[src/rtl/mac_stream_pkg.sv]
// Shared definitions for the matrix MAC streaming blocks: index-width
// helper, stream FSM states and the flat-matrix element offset.
package mac_stream_pkg;

  // Stream-side FSM: waiting for a matrix, or draining one.
  typedef enum logic [0:0] {
    IDLE   = 1'b0,
    STREAM = 1'b1
  } stream_state_e;

  // Counter width for n values, never narrower than one bit so that
  // degenerate sizes (n == 1) still produce a legal vector.
  function automatic int idx_width(input int n);
    return (n <= 1) ? 1 : $clog2(n);
  endfunction

  // Bit offset of element (r, c) in a row-major flat matrix bus.
  function automatic int element_offset(input int r, input int c,
                                        input int cols, input int dw);
    return (r * cols + c) * dw;
  endfunction

endpackage

[src/rtl/matrix_beat_mux.sv]
// Combinational lane selector: extracts the LANES elements of
// (row, beat) from the flat matrix buffer so the FSM never touches
// wide indexing directly.
module matrix_beat_mux
  import mac_stream_pkg::*;
#(
  parameter int DATA_WIDTH = 8,
  parameter int ROWS       = 4,
  parameter int COLS       = 8,
  parameter int LANES      = 4,
  parameter int ROW_W      = 2,
  parameter int BEAT_W     = 1
) (
  input  logic [DATA_WIDTH*ROWS*COLS-1:0] matrix,
  input  logic [ROW_W-1:0]                row,
  input  logic [BEAT_W-1:0]               beat,
  output logic [DATA_WIDTH*LANES-1:0]     slice
);

  // Lane g carries column beat*LANES+g of the selected row. A right
  // shift by the element offset keeps the select index width-agnostic.
  for (genvar g = 0; g < LANES; g++) begin : g_lane
    assign slice[g*DATA_WIDTH +: DATA_WIDTH] =
      DATA_WIDTH'(matrix >> element_offset(int'(row), int'(beat) * LANES + g,
                                           COLS, DATA_WIDTH));
  end

endmodule

[src/rtl/matrix_drain_serializer.sv]
// Captures one flat MAC result matrix on a load handshake and streams it
// out row-major, LANES elements per beat, over valid/ready.
//
// Handshake rules (both interfaces): a transfer happens on a rising edge
// where valid && ready are both high. Once out_valid is raised it stays
// high, with out_data/out_row/out_eol/out_last frozen, until out_ready
// completes the transfer. load_ready is high only while IDLE; load_valid
// seen during STREAM is ignored.
module matrix_drain_serializer
  import mac_stream_pkg::*;
#(
  parameter int  DATA_WIDTH    = 8,
  parameter int  ROWS          = 4,
  parameter int  COLS          = 8,
  parameter int  LANES         = 4,
  localparam int BEATS_PER_ROW = COLS / LANES,
  localparam int ROW_W         = idx_width(ROWS),
  localparam int BEAT_W        = idx_width(BEATS_PER_ROW)
) (
  input  logic                           clk_p,
  input  logic                           rst_p,
  input  logic                           load_valid,
  output logic                           load_ready,
  input  logic [DATA_WIDTH*ROWS*COLS-1:0] load_matrix,
  output logic                           out_valid,
  input  logic                           out_ready,
  output logic [DATA_WIDTH*LANES-1:0]    out_data,
  output logic [ROW_W-1:0]               out_row,
  output logic                           out_eol,
  output logic                           out_last,
  output logic                           busy
);

  if ((COLS % LANES) != 0) begin : g_bad_cols
    $error("matrix_drain_serializer: COLS must be a multiple of LANES");
  end

  localparam logic [BEAT_W-1:0] LAST_BEAT = BEAT_W'(BEATS_PER_ROW - 1);
  localparam logic [ROW_W-1:0]  LAST_ROW  = ROW_W'(ROWS - 1);

  stream_state_e                    state, state_next;
  logic [DATA_WIDTH*ROWS*COLS-1:0]  buffer;
  logic [BEAT_W-1:0]                beat, beat_next;
  logic [ROW_W-1:0]                 row, row_next;
  logic [DATA_WIDTH*LANES-1:0]      slice;
  logic                             load_fire;
  logic                             out_fire;
  logic                             final_fire;

  assign load_fire  = load_valid && (state == IDLE);
  assign out_fire   = out_valid && out_ready;
  assign final_fire = out_fire && out_last;

  assign load_ready = (state == IDLE);
  assign busy       = (state == STREAM);
  assign out_row    = row;

  // State register.
  always_ff @(posedge clk_p) begin
    if (rst_p) state <= IDLE;
    else       state <= state_next;
  end

  // Next state: a load starts the stream, the final handshake ends it.
  always_comb begin
    state_next = state;
    case (state)
      IDLE:    if (load_fire)  state_next = STREAM;
      STREAM:  if (final_fire) state_next = IDLE;
      default: state_next = IDLE;
    endcase
  end

  // Position of the beat to present next: advances only on a
  // non-final handshake, wrapping beat into row at end of line.
  always_comb begin
    beat_next = beat;
    row_next  = row;
    if (out_fire && !out_last) begin
      if (beat == LAST_BEAT) begin
        beat_next = '0;
        row_next  = row + ROW_W'(1);
      end else begin
        beat_next = beat + BEAT_W'(1);
      end
    end
  end

  matrix_beat_mux #(
    .DATA_WIDTH (DATA_WIDTH),
    .ROWS       (ROWS),
    .COLS       (COLS),
    .LANES      (LANES),
    .ROW_W      (ROW_W),
    .BEAT_W     (BEAT_W)
  ) u_beat_mux (
    .matrix (buffer),
    .row    (row_next),
    .beat   (beat_next),
    .slice  (slice)
  );

  // Matrix buffer: contents are only meaningful after a load, so no reset.
  always_ff @(posedge clk_p) begin
    if (load_fire && !rst_p) buffer <= load_matrix;
  end

  // Output beat register: primes beat (0,0) the cycle after a load, then
  // refills whenever the current beat is taken or not yet valid.
  always_ff @(posedge clk_p) begin
    if (rst_p) begin
      beat      <= '0;
      row       <= '0;
      out_valid <= 1'b0;
      out_data  <= '0;
      out_eol   <= 1'b0;
      out_last  <= 1'b0;
    end else if (load_fire) begin
      beat      <= '0;
      row       <= '0;
      out_valid <= 1'b0;
    end else if (state == STREAM) begin
      if (final_fire) begin
        beat      <= '0;
        row       <= '0;
        out_valid <= 1'b0;
        out_data  <= '0;
        out_eol   <= 1'b0;
        out_last  <= 1'b0;
      end else if (!out_valid || out_ready) begin
        beat      <= beat_next;
        row       <= row_next;
        out_valid <= 1'b1;
        out_data  <= slice;
        out_eol   <= (beat_next == LAST_BEAT);
        out_last  <= (beat_next == LAST_BEAT) && (row_next == LAST_ROW);
      end
    end
  end

endmodule

[config.mk]
export PLATFORM = sky130hd
export DESIGN_NAME = matrix_drain_serializer
export DESIGN_NICKNAME = d
export VERILOG_FILES = /design/src/rtl/mac_stream_pkg.sv /design/src/rtl/matrix_beat_mux.sv /design/src/rtl/matrix_drain_serializer.sv
export SDC_FILE = /design/constraint.sdc
export NUM_CORES = 1
export LEC_CHECK = 0
export ABC_AREA = 1
export ABC_CLOCK_PERIOD_IN_PS = 42700
export CORE_MARGIN = 2
export CORE_UTILIZATION = 38
export DETAILED_ROUTE_END_ITERATION = 6
export PLACE_DENSITY = 0.73
export SLEW_MARGIN = 0
export SYNTH_ARGS = -nofsm -noshare
export SYNTH_HDL_FRONTEND = slang
export SYNTH_SLANG_ARGS = --single-unit
export TNS_END_PERCENT = 100
[constraint.sdc]
create_clock -name clk_p -period 42.7 [get_ports clk_p]
set_clock_uncertainty 0.2 [all_clocks]
set_input_delay 6.405 -clock clk_p [delete_from_list [all_inputs] [get_ports clk_p]]
set_output_delay 6.405 -clock clk_p [all_outputs]
set_load 0.02 [all_outputs]
==> flow_summary_export.csv, run 1 <==
group,metric,value,unit
status,status,"complete, no violations",
global_routing,first_global_vias,8655,
timing,rsz0062_at_grt,"false",
route,drt_iter0_drc,845,
layout,fillers,2608,
timing,fmax,106,MHz
global_routing,grt_overflow_total,0,
route,totalWireLength,32.9,mm
synth,ys_seq_area_share,72.6,%
timing,maxSlewViolCount,0,
power,power.leakage,0.00590,uW
clocking,cts_resized,0,
clocking,cts_made_buffers,30,
clocking,worstSkewPairLatency,0.55,ns
layout,area_growth,36.4,%
critical_path,crit-reg2reg-launch,"busy$_SDFF_PP0_",
floorplan,core_area,30400,um^2
global_routing,antenna_found_initial,0,
synth,ys_seq_elements,295,
critical_path,cp.required,42.67,ns
route,drtPass1Iterations,5,
clocking,cts_tree,"built",
clocking,cts-htree-levels,1,
critical_path,crit_fanout,67,
layout,layout_common_cells,"nand3_1 (352), clkdlybuf4s50_1 (298), edfxtp_1 (256)",
critical_path,crit_path_end,"buffer[150]$_DFFE_PP_",
timing,period_share,22.2,%
synth,syn_avg_cell_area,11.6,um^2
synth,synthCells,1002,
global_routing,grt_pass1_wl,48.8,mm
placement,dpl.hpwl,21.6,mm
clocking,clk_pin_slew,0.07,ns
layout,layout-drive-gt1-share,5.01,%
synth,yosysWarnings,0,
clocking,cts.sinks,295,
critical_path,reg2reg_slack,39.10,ns
critical_path,cp-start-kind,"input port",
layout,nNetsFinal,1534,
layout,num_antenna_cells,0,
timing,setup_tns,0,ns
route,ant_nets,0,
synth,syn-num-nets,1262,
critical_path,timing.rr.end,"buffer[150]$_DFFE_PP_",
job,cap_violations,0,
power,finalPower,654,uW
floorplan,die_h,179,um
critical_path,cp.arrival,9.44,ns
floorplan,die_width,179,um
route,dr_total_vias,8715,
floorplan,rows,64,
critical_path,critPathCaptureType,"flip-flop",
worst_hold_path,hp-class,"flip-flop to flip-flop",
global_routing,grt_max_degree,92,
synth,ys_types,15,
timing,setup_viol,0,
synth,syn_area,11700,um^2
timing,worst_slew_pin_slew,1.16,ns
timing,hold_violations,0,
floorplan,initial_utilization,38.3,%
floorplan,io_pins,299,
route,drc_errors,0,
power,power.density,41.1,nW/um^2
timing,maxSlewHeadroom,22.6,%
clocking,ctsHoldBuffers,0,
critical_path,criticalPathCategory,"input port to flip-flop",
clocking,root_buffer,"clkbuf_16",
floorplan,die_area,32100,um^2
global_routing,track_usage,20.0,%
clocking,clockBufferDepth,3,
route,via_per_inst,5.14,
route,wl_per_cell,19.4,um
power,vdd_drop_max,0.0258,mV
layout,final_common_cell,"nand3_1",
placement,gp_congestion,0.866,
critical_path,rr_worst_depth,5,
placement,numPortBuffers,298,
critical_path,cp-startpoint,"rst_p",
timing,fin_crit,9.47,ns
clocking,postCtsSetupBuffers,0,
sequential cells by signal, indices dropped and copies added, names as in the netlist:
| register | cells |
|---|---|
| buffer | 256 |
| out_data | 32 |
| out_row | 2 |
| beat | 1 |
| busy | 1 |
| out_eol | 1 |
| out_last | 1 |
| out_valid | 1 |
cells in the mapped netlist:
cell        n  area [um^2]
nor2_1      3         11.3
clkbuf_1   12         45.0
buf_2      53          265
nand3_1   352         1760
inv_2       2         7.51
nand3b_1    2         15.0
a21oi_1     7         35.0
nor2_2      3         18.8
dfxtp_1    39          781
nand2_1   218          818
nand4_1     3         18.8
a32oi_1     1         8.76
buf_1       4         15.0
edfxtp_1  256         7690
inv_1      47          176
through the flow:
stage | instances | area, um^2 | util, % | worst slack, ns | hold WS, ns
after global routing | 1694 | 15900 | 52.3 | 33.02 | 0.302
after CTS | 1694 | 15900 | 52.3 | 33.22 | 0.283
final | 1694 | 15900 | 52.3 | 33.23 | 0.289
after global placement | 1638 | 14900 | 49.1 | 32.74 | 0.257
after detailed placement | 1638 | 14900 | 49.1 | 32.64 | 0.273
after floorplan | 1002 | 11700 | - | 24.53 | 0.321
how the worst min path moves through the flow:
stage	start	endpoint	cells after the start
3_5_place_dp	out_eol$_SDFFE_PP0P_	out_eol$_SDFFE_PP0P_	2
5_1_grt	out_eol$_SDFFE_PP0P_	out_eol$_SDFFE_PP0P_	2
2_1_floorplan	beat$_SDFFE_PP0P_	beat$_SDFFE_PP0P_	2
4_1_cts	out_eol$_SDFFE_PP0P_	out_eol$_SDFFE_PP0P_	2
6_report	out_eol$_SDFFE_PP0P_	out_eol$_SDFFE_PP0P_	2
3_3_place_gp	out_eol$_SDFFE_PP0P_	out_eol$_SDFFE_PP0P_	2
logic make-up after synthesis:
kind of cell,synth area share (%)
flip-flops,72.6
AND/OR/NAND/NOR,22.7
buffers and inverters,4.37
AO/OA/AOI/OAI,0.375
layer usage:
layer	GRT usage, %	up-vias	share of wire (%)
met5	0	-	0
met2	32.2	409	47
li1	-	4101	-
met3	3.20	50	8.0
met4	5.28	0	2.3
met1	28.3	4155	43
layout make-up:
cell class	instances	area [um^2]	share of cell area, %
inverter	49	184	1.16
clock inverter	12	118	0.739
sequential	295	8470	53.2
tap	396	495	3.11
clock buffer	44	855	5.37
multi-input combinational	589	2720	17.1
timing repair buffer	309	3070	19.3
worst max-delay path: stages:
cell	delay [ns]
clkdlybuf4s50_1	0.54
nor2_4	0.82
buf_4	0.77
buf_4	0.79
power by group:
group	switching (uW)	total (uW)	internal [uW]
Clock	108	259	151
Sequential	4.27	333	328
Combinational	31.0	63.0	32.0
Power figures use the tool's default switching activity.
==> inputs of run 2 (changes only) <==
ABC_CLOCK_PERIOD_IN_PS = 8410   (was 42700)
PLACE_DENSITY = 0.75   (was 0.73)
clock period = 8.41 ns   (was 42.7 ns; I/O delays follow)
==> run 2 against run 1 <==
Worst hold slack improved by 0.012 ns. Sequential power grew to 5.1 times the previous value. Non-clock buffer count decreased by 1. Die area unchanged. Count of clock-buffer cells in the layout increased by 4. Core utilization grew 0.24 points. Setup slack got worse by 29 ns. Wire length grew 2.1%. Final cell count is 0.12% higher. Critical path depth grew 7. Design area is 0.46% higher. Critical path type unchanged. Highest routed layer is now met5.
==> flow_summary_export.csv, run 2 (synthesized netlist as in run 1, its figures left out) <==
group,metric,value,unit
layout,max_flop_register,"buffer",
critical_path,critPathCaptureType,"flip-flop",
timing,hold_violations,0,
layout,postLayoutCellArea,16000,um^2
timing,setup_viol,0,
timing,setup_tns,0,ns
worst_hold_path,whs_path_depth,2,
power,power.leakage,0.00593,uW
critical_path,reg2reg_slack,4.77,ns
global_routing,grt_overflow_total,0,
layout,largest_reg_flops,256,
layout,area_growth,37.0,%
power,vdd_drop_max,0.167,mV
critical_path,critPathBufInv,3,
floorplan,die_h,179,um
timing,fmax,230,MHz
layout,regArea,8470,um^2
critical_path,worstPathCellList,"clkdlybuf4s50_1, nand3_1, nand2_4, nand2_4, buf_4, nand2_1, nand3_1, nand3_1, nand3_1, nand2_1, inv_1",
placement,numPortBuffers,298,
worst_hold_path,whs_endpoint,"out_eol$_SDFFE_PP0P_",
layout,layout-drive-gt1-share,5.08,%
worst_hold_path,hp-class,"flip-flop to flip-flop",
power,power.density,212,nW/um^2
layout,fin_util,52.5,%
placement,placedCellCount,1637,
floorplan,die_area,32100,um^2
critical_path,worst_path_most_repeated_cell,"nand3_1",
floorplan,initial_utilization,38.3,%
clocking,cts.sinks,295,
placement,gp_congestion,0.889,
global_routing,antenna_found_initial,4,
critical_path,crit_slowest_cell,"buf_4",
critical_path,timing.rr.end,"out_data[21]$_SDFFE_PP0P_",
status,status,"complete, no violations",
layout,nNetsFinal,1534,
route,drc_errors,0,
job,cap_violations,0,
placement,dpl.hpwl,21.4,mm
global_routing,grt_pass1_wl,49.8,mm
floorplan,io_pins,299,
timing,period_share,51.8,%
layout,instances_no_fill,1696,
timing,maxSlewHeadroom,29.9,%
global_routing,track_usage,20.4,%
route,dr_total_vias,8934,
route,wl_per_cell,19.8,um
route,via_per_inst,5.27,
floorplan,core_area,30400,um^2
critical_path,cp-start-kind,"input port",
layout,layout_common_cells,"nand3_1 (352), clkdlybuf4s50_1 (298), edfxtp_1 (256)",
power,finalPower,3390,uW
route,drtPass1Iterations,5,
critical_path,crit_fanout,73,
clocking,ctsHoldBuffers,0,
critical_path,criticalPathCategory,"input port to flip-flop",
route,ant_nets,0,
floorplan,die_width,179,um
global_routing,grt_max_degree,165,
floorplan,rows,64,
clocking,postCtsSetupBuffers,0,
layout,fillers,2586,
global_routing,first_global_vias,8757,
layout,final_common_cell,"nand3_1",
clocking,cts_made_buffers,31,
critical_path,crit-reg2reg-launch,"out_last$_SDFFE_PP0P_",
clocking,worstSkewPairLatency,0.57,ns
placement,place_area,14900,um^2
critical_path,cp.arrival,4.65,ns
critical_path,critical-path-top-delay-family,"simple AND/OR/NAND/NOR gates",
route,drt_iter0_drc,989,
clocking,clk_pin_slew,0.06,ns
timing,maxSlewViolCount,0,
clocking,root_buffer,"clkbuf_16",
timing,worst_slew_pin_slew,1.05,ns
worst_hold_path,min_from,"out_eol$_SDFFE_PP0P_",
clocking,cts_resized,0,
route,totalWireLength,33.5,mm
critical_path,cp.required,8.71,ns
clocking,clockBufferDepth,3,
critical_path,slowest_delay,0.74,ns
layout,multi_input_area,2720,um^2
timing,rsz0062_at_grt,"false",
clocking,cts_tree,"built",
clocking,cts-htree-levels,1,
critical_path,rr_worst_depth,11,
timing,fin_crit,4.35,ns
[run 2: cell types whose count changed in the layout (fill, tap and decap cells not counted), sizes merged]
cell / change
inv: +1
clkbuf: +4
clkinvlp: -1
clkinv: -3
buf: -1
diode: +2
[run 2: worst max-delay path by stage]
stage               start                   endpoint  slack, ns  depth (start not counted)
4_1_cts         out_ready  out_data[21]$_SDFFE_PP0P_       4.10                         11
3_5_place_dp    out_ready  out_data[21]$_SDFFE_PP0P_       3.50                         11
6_report        out_ready  out_data[21]$_SDFFE_PP0P_       4.06                         11
5_1_grt         out_ready  out_data[21]$_SDFFE_PP0P_       3.80                         11
3_3_place_gp    out_ready  out_data[21]$_SDFFE_PP0P_       3.53                         11
2_1_floorplan  load_valid        buffer[0]$_DFFE_PP_       2.60                          2
[run 2: worst min-delay path: stages (launching register included)]
cell and delay (ns):
dfxtp_1 0.33, nand2_1 0.07, a21oi_1 0.06
[run 2: where the power goes]
part / internal [uW] / switching, uW
logic: 163 / 161
clock network: 815 / 566
registers: 1670 / 21.7
total: 2640 / 749
[run 2: per-stage QoR]
stage | setup WS (ns) | hold WS, ns
2_1_floorplan | 2.60 | 0.321
3_3_place_gp | 3.53 | 0.282
3_5_place_dp | 3.50 | 0.290
4_1_cts | 4.10 | 0.299
5_1_grt | 3.80 | 0.337
6_report | 4.06 | 0.301
[run 2: routing by layer]
metal	global-route usage, %	routed length, um
met1	28.0	13800
met2	32.1	15400
met3	4.03	3040
met4	7.73	1220
met5	0	23
[run 2: layout make-up]
cell class              instances  share of cell area, %
multi-input cells             589                   17.0
clock inverters                 9                  0.712
clock buffers                  48                   5.76
diodes                          2                 0.0313
repair buffers                308                   19.2
well taps                     396                   3.10
flip-flops and latches        295                   53.0
inverters                      49                   1.15
==> inputs of run 3 (changes only) <==
ABC_CLOCK_PERIOD_IN_PS = 4100   (was 8410)
PLACE_DENSITY = 0.73   (was 0.75)
clock period = 4.1 ns   (was 8.41 ns; I/O delays follow)
==> run 3 against run 2 <==
Highest routed layer unchanged. Sequential power grew 100%. Core utilization grew 0.63 points. Design area grew 1.2%. Sequential cell count is the same. Largest power group unchanged. Non-clock buffer count grew 5. Worst hold slack lost 0.026 ns. Global-route usage grew 0.21 points. Clock power grew 110%. Via count shrank 2.1%.
==> flow_summary_export.csv, run 3 (synthesized netlist as in run 1, its figures left out) <==
group,metric,value,unit
power,power.leakage,0.00602,uW
floorplan,io_pins,299,
placement,gp_congestion,0.875,
timing,hold_violations,0,
critical_path,cp.required,4.35,ns
placement,dpl.hpwl,22.0,mm
global_routing,antenna_found_initial,5,
clocking,clk_pin_slew,0.05,ns
critical_path,critPathBufInv,3,
timing,fin_crit,2.70,ns
power,p_sw_share,22.3,%
global_routing,grt_overflow_total,0,
placement,placedCellCount,1642,
layout,layout-drive-gt1-share,5.74,%
timing,rsz0062_at_grt,"false",
clocking,ctsHoldBuffers,0,
global_routing,track_usage,20.6,%
job,cap_violations,0,
power,power.density,437,nW/um^2
layout,largest_reg_flops,256,
timing,period_share,65.9,%
worst_hold_path,hp-class,"flip-flop to flip-flop",
critical_path,crit_fanout,23,
layout,max_flop_register,"buffer",
clocking,cts-htree-levels,2,
power,p_seq_share,49.0,%
clocking,postCtsSetupBuffers,0,
floorplan,die_width,179,um
status,status,"complete, no violations",
timing,maxSlewViolCount,0,
route,totalWireLength,33.7,mm
placement,numPortBuffers,298,
floorplan,core_area,30400,um^2
layout,fillers,2596,
clocking,cts_resized,0,
timing,setup_tns,0,ns
clocking,root_buffer,"clkbuf_16",
power,vdd_drop_max,0.356,mV
route,drtPass1Iterations,5,
clocking,clockBufferDepth,3,
global_routing,grt_pass1_wl,49.8,mm
route,ant_nets,0,
critical_path,critPathCaptureType,"flip-flop",
layout,instances_no_fill,1708,
route,wl_per_cell,19.8,um
placement,place_area,15100,um^2
power,pwr-share-clk,41.3,%
clocking,worstSkewPairLatency,0.51,ns
timing,fmax,370,MHz
critical_path,slowest_delay,0.64,ns
power,internal_power,5490,uW
global_routing,first_global_vias,8818,
layout,layout_common_cells,"nand3_1 (352), clkdlybuf4s50_1 (298), edfxtp_1 (256)",
timing,worst_slew_pin_slew,0.989,ns
critical_path,crit_slowest_cell,"nor2_4",
layout,area_growth,38.6,%
critical_path,cp-start-kind,"input port",
route,via_per_inst,5.12,
power,p_sw,1570,uW
floorplan,die_area,32100,um^2
timing,hold_slack,0.275,ns
floorplan,die_h,179,um
global_routing,grt_max_degree,129,
floorplan,rows,64,
critical_path,cp.arrival,2.95,ns
layout,nNetsFinal,1542,
route,dr_total_vias,8749,
route,drc_errors,0,
timing,maxSlewHeadroom,34.0,%
floorplan,initial_utilization,38.3,%
route,drt_iter0_drc,716,
layout,final_common_cell,"nand3_1",
critical_path,critical-path-top-delay-family,"simple AND/OR/NAND/NOR gates",
clocking,cts_tree,"built",
clocking,cts.sinks,295,
clocking,cts_made_buffers,34,
layout,postLayoutCellArea,16200,um^2
critical_path,worstPathCellList,"clkdlybuf4s50_1, inv_1, a21oi_1, nand2_1, nor2_4, nand3_1, nand3_1, nand2_1, inv_1",
critical_path,criticalPathCategory,"input port to flip-flop",
timing,setup_viol,0,
power,combinationalPowerShare,9.6,%
## run 3: cell types whose count changed in the layout (fill, tap and decap cells not counted), sizes merged
cell | previous run | this run
inv | 50 | 51
diode | 2 | 5
clkbuf | 48 | 46
buf | 10 | 15
clkinv | 5 | 10
## run 3: power groups by stage
stage	combinational (uW)	sequential, uW	clock, uW
6_report	680	3460	2920
5_1_grt	738	3470	3100
2_1_floorplan	239	3560	0
4_1_cts	688	3460	2980
3_3_place_gp	676	3520	0
3_5_place_dp	685	3520	0
## run 3: cell type report
class                   instances  area, um^2  area share [%]
clock buffers                  46         926            5.73
multi-input cells             589        2740            17.0
inverters                      49         184            1.14
repair buffers                313        3200            19.8
well taps                     396         495            3.06
flip-flops and latches        295        8470            52.4
clock inverters                15         146           0.905
diodes                          5        12.5          0.0774
## run 3: path summary, 6_finish.rpt
check / cells after the start / slack (ns) / startpoint / end
setup / recovery: 9 / 1.40 / out_ready / out_data[21]$_SDFFE_PP0P_
hold / removal: 2 / 0.28 / out_eol$_SDFFE_PP0P_ / out_eol$_SDFFE_PP0P_
hold reg to reg: 2 / 0.28 / out_eol$_SDFFE_PP0P_ / out_eol$_SDFFE_PP0P_
setup reg to reg: 9 / 1.59 / beat$_SDFFE_PP0P_ / out_data[21]$_SDFFE_PP0P_
## run 3: metal layers
metal,track usage (%),vias to the layer above,routed length [um]
li1,-,4122,-
met1,26.5,4153,13700
met2,33.3,406,15800
met3,5.58,66,3130
met4,8.10,2,1040
met5,0,-,13
## run 3: worst min-delay path, cell delays in order (launching register included)
cell and delay [ns]:
dfxtp_1 0.30, nand2_1 0.06, a21oi_1 0.06
## run 3: stage by stage
step / setup slack (ns) / total power, uW / util, %
2_1_floorplan: -0.968 / 3790 / -
3_3_place_gp: 0.846 / 4200 / 49.6
3_5_place_dp: 0.815 / 4210 / 49.6
4_1_cts: 1.34 / 7130 / 53.1
5_1_grt: 1.17 / 7310 / 53.1
6_report: 1.40 / 7060 / 53.1
